File: config.mk
export PLATFORM = sky130hd
export DESIGN_NAME = l1_refill_ctrl
export DESIGN_NICKNAME = d
export VERILOG_FILES = /design/src/rtl/l1_pkg.sv /design/src/rtl/l1_refill_ctrl.sv
export SDC_FILE = /design/constraint.sdc
export NUM_CORES = 1
export LEC_CHECK = 0
export BUFFER_PORTS_ARGS = -buffer_cell sky130_fd_sc_hd__buf_2
export CAP_MARGIN = 10
export CORE_AREA = 2 2 179 181
export CTS_BUF_LIST = sky130_fd_sc_hd__clkbuf_2 sky130_fd_sc_hd__clkbuf_4 sky130_fd_sc_hd__clkbuf_8
export CTS_CLUSTER_DIAMETER = 150
export DETAILED_ROUTE_END_ITERATION = 7
export DIE_AREA = 0 0 181 183
export PLACE_DENSITY = 0.71
export SYNTH_ARGS = -nofsm -noshare
export SYNTH_HDL_FRONTEND = slang
export SYNTH_SLANG_ARGS = --single-unit
File: constraint.sdc
create_clock -name clk -period 1.71 [get_ports clk]
set_input_delay 0.342 -clock clk [delete_from_list [all_inputs] [get_ports clk]]
set_output_delay 0.342 -clock clk [all_outputs]
set_load 0.02 [all_outputs]
File: src/rtl/l1_pkg.sv
// Shared widths, FSM state type and beat-address helper for the L1 refill sequencer.
package l1_pkg;
  localparam int WORD_W        = 32;
  localparam int WORDS_PER_BLK = 4;
  localparam int BLK_W         = WORD_W * WORDS_PER_BLK;
  localparam int ADDR_W        = 32;
  localparam int OFFSET_W      = 4;
  localparam int BASE_W        = ADDR_W - OFFSET_W;
  localparam int BEAT_W        = $clog2(WORDS_PER_BLK);

  typedef enum logic [1:0] {
    IDLE = 2'd0,
    WB   = 2'd1,
    RD   = 2'd2,
    FILL = 2'd3
  } state_e;

  // Word-aligned address of one beat inside a block.
  function automatic logic [ADDR_W-1:0] beat_addr(input logic [BASE_W-1:0] base,
                                                 input logic [BEAT_W-1:0] beat);
    return {base, beat, 2'b00};
  endfunction
endpackage

File: src/rtl/l1_refill_ctrl.sv
// Miss/refill sequencer: optional 4-beat victim writeback, 4-beat block fetch,
// then a one-cycle fill strobe back to L1.
module l1_refill_ctrl #(
  parameter int WORD_W        = 32,
  parameter int WORDS_PER_BLK = 4,
  parameter int ADDR_W        = 32
) (
  input  logic                            clk,
  input  logic                            rst,
  input  logic                            miss_req,
  input  logic [ADDR_W-1:0]               miss_addr,
  input  logic                            victim_dirty,
  input  logic [ADDR_W-1:0]               victim_addr,
  input  logic [WORD_W*WORDS_PER_BLK-1:0] victim_block,
  output logic                            busy,
  output logic                            fill_valid,
  output logic [ADDR_W-1:0]               fill_addr,
  output logic [WORD_W*WORDS_PER_BLK-1:0] fill_block,
  output logic                            mem_req,
  output logic                            mem_we,
  output logic [ADDR_W-1:0]               mem_addr,
  output logic [WORD_W-1:0]               mem_wdata,
  input  logic [WORD_W-1:0]               mem_rdata,
  input  logic                            mem_ack
);
  import l1_pkg::*;

  localparam int                BASE_BITS = ADDR_W - OFFSET_W;
  localparam logic [BEAT_W-1:0] LAST_BEAT = BEAT_W'(WORDS_PER_BLK - 1);

  state_e               state_q, state_d;
  logic [BEAT_W-1:0]    beat_q, beat_d;
  logic [BASE_BITS-1:0] miss_base_q, miss_base_d;
  logic [BASE_BITS-1:0] vict_base_q, vict_base_d;
  logic [WORD_W-1:0]    vict_word_q [WORDS_PER_BLK];
  logic [WORD_W-1:0]    vict_word_d [WORDS_PER_BLK];
  logic [WORD_W-1:0]    fill_word_q [WORDS_PER_BLK];
  logic [WORD_W-1:0]    fill_word_d [WORDS_PER_BLK];
  logic                 beat_last;
  logic                 unused_offsets;

  // Byte/word offset bits of the incoming addresses never select anything.
  assign unused_offsets = ^{miss_addr[OFFSET_W-1:0], victim_addr[OFFSET_W-1:0]};
  assign beat_last      = (beat_q == LAST_BEAT);

  always_comb begin
    state_d     = state_q;
    beat_d      = beat_q;
    miss_base_d = miss_base_q;
    vict_base_d = vict_base_q;
    for (int i = 0; i < WORDS_PER_BLK; i++) begin
      vict_word_d[i] = vict_word_q[i];
      fill_word_d[i] = fill_word_q[i];
    end
    case (state_q)
      IDLE: begin
        if (miss_req) begin
          miss_base_d = miss_addr[ADDR_W-1:OFFSET_W];
          vict_base_d = victim_addr[ADDR_W-1:OFFSET_W];
          for (int i = 0; i < WORDS_PER_BLK; i++) begin
            vict_word_d[i] = victim_block[i*WORD_W +: WORD_W];
          end
          beat_d  = '0;
          state_d = victim_dirty ? WB : RD;
        end
      end
      WB: begin
        if (mem_ack) begin
          if (beat_last) begin
            beat_d  = '0;
            state_d = RD;
          end else begin
            beat_d = beat_q + 1'b1;
          end
        end
      end
      RD: begin
        if (mem_ack) begin
          fill_word_d[beat_q] = mem_rdata;
          if (beat_last) begin
            beat_d  = '0;
            state_d = FILL;
          end else begin
            beat_d = beat_q + 1'b1;
          end
        end
      end
      FILL: state_d = IDLE;
      default: state_d = IDLE;
    endcase
  end

  always_ff @(posedge clk or negedge rst) begin
    if (!rst) begin
      state_q     <= IDLE;
      beat_q      <= '0;
      miss_base_q <= '0;
      vict_base_q <= '0;
      for (int i = 0; i < WORDS_PER_BLK; i++) begin
        vict_word_q[i] <= '0;
        fill_word_q[i] <= '0;
      end
    end else begin
      state_q     <= state_d;
      beat_q      <= beat_d;
      miss_base_q <= miss_base_d;
      vict_base_q <= vict_base_d;
      for (int i = 0; i < WORDS_PER_BLK; i++) begin
        vict_word_q[i] <= vict_word_d[i];
        fill_word_q[i] <= fill_word_d[i];
      end
    end
  end

  // Memory-side outputs decode straight from registered state, so reset kills them at once.
  assign busy       = (state_q != IDLE);
  assign fill_valid = (state_q == FILL);
  assign mem_req    = (state_q == WB) || (state_q == RD);
  assign mem_we     = (state_q == WB);
  assign mem_addr   = (state_q == WB) ? beat_addr(vict_base_q, beat_q) :
                      (state_q == RD) ? beat_addr(miss_base_q, beat_q) : '0;
  assign mem_wdata  = mem_we ? vict_word_q[beat_q] : '0;
  assign fill_addr  = fill_valid ? {miss_base_q, {OFFSET_W{1'b0}}} : '0;

  generate
    for (genvar gi = 0; gi < WORDS_PER_BLK; gi++) begin : g_fill_pack
      assign fill_block[gi*WORD_W +: WORD_W] = fill_word_q[gi];
    end
  endgenerate
endmodule

; Word-level counts from Yosys, hierarchy flattened
; Index checks and enable logic that the tools add are counted.
[op_classes]
add_sub_neg = 1
magnitude_cmp = 2
eq_ne = 10
muxes = 21
bitwise_logic = 1
reduce_logical = 10
[ops]
columns = cell, count
row1 = 32-bit two-way mux, 7
row2 = 128-bit bitwise mux, 1
row3 = 32-bit binary-select mux with 2-bit select, 1
row4 = 32-bit demux with 2-bit select, 1
row5 = 2-bit two-way mux, 9
row6 = 2-bit case mux with 4 select lines, 1
row7 = "2-bit equality test, second input constant", 3
row8 = "2-bit by 1-bit inequality test with 1-bit output, second input constant", 3
row9 = "2-bit inequality test, second input constant", 3
row10 = 5-bit AND reduction, 1
row11 = 2-bit case mux with 2 select lines, 1
row12 = 2-bit AND reduction, 2
row13 = 2-bit nonzero test, 2
row14 = "3-bit greater-or-equal comparator, second input constant", 1
row15 = "3-bit by 1-bit < comparator with 1-bit output, second input constant", 1
row16 = 2-bit inverter with 3-bit output, 1
row17 = 3-bit AND reduction, 1
row18 = "2-bit by 1-bit adder with 2-bit output, second input constant", 1
row19 = "2-bit by 1-bit equality test with 1-bit output, second input constant", 1
row20 = 2-bit logical NOT, 1
row21 = 2-bit OR reduction, 1
row22 = 1-bit logical AND, 1
row23 = 1-bit logical OR, 1
[totals]
register_bits = 316
input_bits = 229
out_inout_bits = 228
elab_cells = 57

; Logic depth before layout (Yosys ltp)
[depth]
ltp_word = 6
depth_mapped = 7
depth_no_buf = 5

; Worst setup path after synthesis
; No wires, ideal clock.
[synth_timing]
kind = reg-to-output
startpoint = register state_q[0]
endpoint = output port mem_addr[21]
arrival_ps = 1730
required_time_ps = 1368
slack_ps = -362
stages_incl_launch_ff = 8
n_path_buf = 3
cell_sequence = dfrtp_1 > inv_1 > ha_1 > buf_2 > buf_2 > buf_2 > nand2_1 > o21ai_0
[synth_via]
elab_chain_cells = 3
word_cells_on_any_way = 4
classes_between = eq/ne (2) / mux (2)
[synth_lines]
columns = item, line_no
row1 = "start, declared", l1_refill_ctrl.sv:31  ; state_e state_q, state_d;
row2 = "start signal, assigned", l1_refill_ctrl.sv:104  ; state_q <= state_d;
row3 = 2-bit equality test, l1_refill_ctrl.sv:121  ; (state_q == RD) ? beat_addr(miss_base_q, beat_q) : '0;
row4 = 32-bit two-way mux, l1_refill_ctrl.sv:121
row5 = 32-bit two-way mux (*), l1_refill_ctrl.sv:120  ; assign mem_addr = (state_q == WB) ? beat_addr(vict_base_q, beat_q) :
row6 = "end, declared", l1_refill_ctrl.sv:21  ; output logic [ADDR_W-1:0] mem_addr,
; Mark *: on every way between the ends. The rest lies on a longest branch, timed or not.

; Final worst setup path
[layout_timing]
startpoint = register beat_q[0]
endpoint = output port mem_wdata[24]
[layout_via]
elab_chain_cells = 5
[layout_lines]
columns = item, line_no
row1 = "start, declared", l1_refill_ctrl.sv:32  ; logic [BEAT_W-1:0] beat_q, beat_d;
row2 = "start signal, assigned", l1_refill_ctrl.sv:105  ; beat_q <= beat_d;
row3 = 2-bit inverter with 3-bit output (not written as such), l1_refill_ctrl.sv:122  ; assign mem_wdata = mem_we ? vict_word_q[beat_q] : '0;
row4 = 32-bit binary-select mux with 2-bit select, l1_refill_ctrl.sv:122
row5 = 32-bit two-way mux (not written as such) (2 in series), l1_refill_ctrl.sv:122
row6 = 32-bit two-way mux, l1_refill_ctrl.sv:122
row7 = "end, declared", l1_refill_ctrl.sv:22  ; output logic [WORD_W-1:0] mem_wdata,
; Every way passes these cells. The select of a mux whose other input is x is not followed.

==> results.py <==
metrics = {
    "run_status": {
        "outcome": "complete, but fails checks",
        "violations": "negative setup slack",
    },
    "power_and_ir_drop": {
        "powerDensity_nw_per_um2": 2040,
        "peakVddDrop_mv": 1.13,
        "p_leak_nw": 11.8,
        "power_mw": 48.0,
    },
    "sta": {
        "hold_viol_final": 0,
        "fmax_ghz": 0.400,
        "timing.final.crit_share": 1.46,
        "drv_slew": 0,
        "rsz0062_at_grt": "true",
        "setup_viol": 386,
        "worst_clock_skew_ns": 0.0270,
        "setup_ws_ns": -0.787,
        "period_minus_slack_ns": 2.50,
    },
    "setup_path": {
        "path_max_fanout": 5,
        "worstPathArrival_ns": 2.16,
        "worst_setup_path_start_kind": "flip-flop",
        "cp-end-kind": "output pin",
        "required_ns": 1.37,
        "crit_type": "reg -> out",
    },
    "clocking": {
        "clk_latency_ns": 0.59,
        "cts_made_buffers": 52,
        "clockBufferDepth": 3,
        "cts.sink_count": 316,
        "htreeDepth": 2,
        "cts_tree": "done",
        "clkTransAtPathRegs_ns": 0.07,
        "cts-root-buf": "clkbuf_8",
    },
    "synthesis": {
        "synthXorXnorAreaFrac": 0,
        "synth_mux_area_frac": 0.313,
        "yosys.area_share.adder": 0.00921,
        "synth_top_family_by_area": "multiplexers",
        "yosysWarningCount": 0,
        "synthTopCellsByArea": "dfrtp_1, mux2_2, mux4_2, and2_1, mux2_1",
        "netlist.top_cell.by_area": "dfrtp_1",
        "yosysUniqueCellTypes": 30,
        "synth_top_flop_cell": "dfrtp_1",
        "syn_avg_cell_area_um2": 14.9,
        "ys_seq_elements": 316,
        "async_reset_ff_frac": 1.00,
        "syn_inst": 909,
        "synth_edf_count": 0,
        "synth_top_area_frac": 0.582,
        "yosys-top-cells-count": "dfrtp_1, mux2_2, and2_1, nand2_1, buf_2",
        "synthSimpleGateAreaFrac": 0.0518,
        "synth.cell_area_um2": 13600,
        "yosysMostFrequentCell": "dfrtp_1",
        "ys_seq_area_frac": 0.582,
        "synth-compound-area-share": 0.0157,
    },
    "layout": {
        "finalNetCount": 1929,
        "area_delta_synth_final_pct": 73.5,
        "stdcell_count": 2145,
        "multi_input_area_um2": 6760,
        "fillers": 1758,
        "layout-drive-gt1-share": 0.671,
        "regArea_um2": 7910,
        "postLayoutCoreUtil": 0.754,
    },
    "die": {
        "ioPinCount": 457,
        "start_util": 0.435,
        "die_h_um": 183,
        "die-area_um2": 33100,
        "core_area_um2": 31200,
        "fp.dieW_um": 181,
        "rows": 65,
    },
    "grt": {
        "gr-total-overflow": 0,
        "grt_usage": 0.297,
        "grt_start_max_net_pins": 55,
        "antenna_found_initial": 11,
        "grt_pass1_wl_um": 75200,
        "grt_pass1_vias": 12800,
    },
    "worst_hold_path": {
        "hp-class": "in -> reg",
    },
    "placement": {
        "hpwlAfterDp_um": 26100,
        "io_buffers": 442,
        "dp.cells": 1767,
        "globalplace.congestion": 0.807,
    },
    "routing": {
        "first_iter_violations": 527,
        "wl_per_cell_um": 24.9,
        "viasPerCell": 5.34,
        "first_pass_iters": 4,
        "postRouteAntennaNets": 0,
        "drc_errors": 0,
        "routed_wl_um": 53400,
        "num_vias": 11500,
    },
    "flow_run": {
        "maxCapViolCount": 0,
    },
}
## cells in the final DEF, fill, tap and decap left out, types with 13 or more instances in the layout
| master | count |
|---|---|
| mux4_2 | 32 |
| buf_8 | 23 |
| mux2_1 | 20 |
| buf_12 | 53 |
| dfrtp_1 | 313 |
| and2_4 | 58 |
| buf_4 | 28 |
| clkbuf_8 | 66 |
| o21ai_4 | 26 |
| nand2_2 | 27 |
| clkinv_2 | 13 |
| buf_2 | 348 |
| nand2_4 | 16 |
| buf_16 | 13 |
| dlygate4sd3_1 | 193 |
| mux2_4 | 183 |
| mux2_2 | 109 |
| buf_6 | 117 |
| clkbuf_4 | 16 |
## what timing repair did
action,in CTS,in global routing
setup endpoints to repair,242,409
setup buffers,53,15
cloned,24,10
resized for setup,435,181
hold buffers,193,0
endpoints found under the hold margin,224,0
pin swaps,66,13
## through the flow
stage               TNS, ns  hold WS [ns]  worst slack, ns  cell area [um^2]
global route        -108.30        0.0168           -0.835             23600
floorplan                 0        0.0464          0.00788             14000
CTS                  -99.06      0.000400           -0.764             22900
finish               -92.46        0.0372           -0.787             23600
detailed placement    -4.61         0.284           -0.168             17200
global placement      -4.47         0.280           -0.146             17200
## area by class of cell
| type | instances | share of cell area |
|---|---|---|
| clock buffer | 82 | 0.0437 |
| tap | 402 | 0.0214 |
| multi-input combinational | 530 | 0.287 |
| inverter | 6 | 0.00106 |
| timing repair buffer | 784 | 0.306 |
| sequential | 316 | 0.336 |
| clock inverter | 15 | 0.00452 |
| antenna | 10 | 0.00106 |
## worst paths after layout
kind                            cells after the start                     endpoint                  startpoint  slack, ns
worst max-delay path                                5                mem_wdata[24]       beat_q[0]$_DFFE_PN0P_      -0.79
worst min-delay path                                2   fill_block[45]$_DFFE_PN0P_               mem_rdata[13]       0.04
worst max register to register                     11  vict_word_q[67]$_DFFE_PN0P_      state_q[1]$_DFFE_PN0P_      -0.27
worst min register to register                      1   fill_block[34]$_DFFE_PN0P_  fill_block[34]$_DFFE_PN0P_       0.48
max in group asynchronous                           3   fill_block[40]$_DFFE_PN0P_                         rst       0.70
min in group asynchronous                           2   fill_block[51]$_DFFE_PN0P_                         rst       0.26
## sequential cells by signal, summed over array words and instances (netlist names)
name,count
beat_q,2
miss_base_q,28
vict_word_q,128
vict_base_q,28
fill_block,128
state_q,2
## power breakdown
group | internal [mW] | switching (mW)
combinational | 14.7 | 11.9
sequential | 11.3 | 2.86
clock | 3.99 | 3.29
total | 29.9 | 18.1
## cells by family (layout without fill, tap and decap cells)
group,Yosys count,in the layout
buf+inv,68,887
other cells,1,16
fa+ha+maj,10,10
simple gates,133,133
mux,344,344
flops,316,316
compound gates,37,37
## layer usage
layer  up-vias  global-route usage  wire, um
met3       218              0.0657      3250
li1       4792                   -         -
met5         -                   0        12
met2       593               0.544     27900
met4         2               0.166      3370
met1      5852               0.319     18900
## worst max-delay path: stages, from the launching register on
cell	delay [ns]
dfrtp_2	0.40
buf_6	0.15
buf_16	0.15
mux4_2	0.57
and2_4	0.17
buf_6	0.12
(Power assumes the default switching activity.)
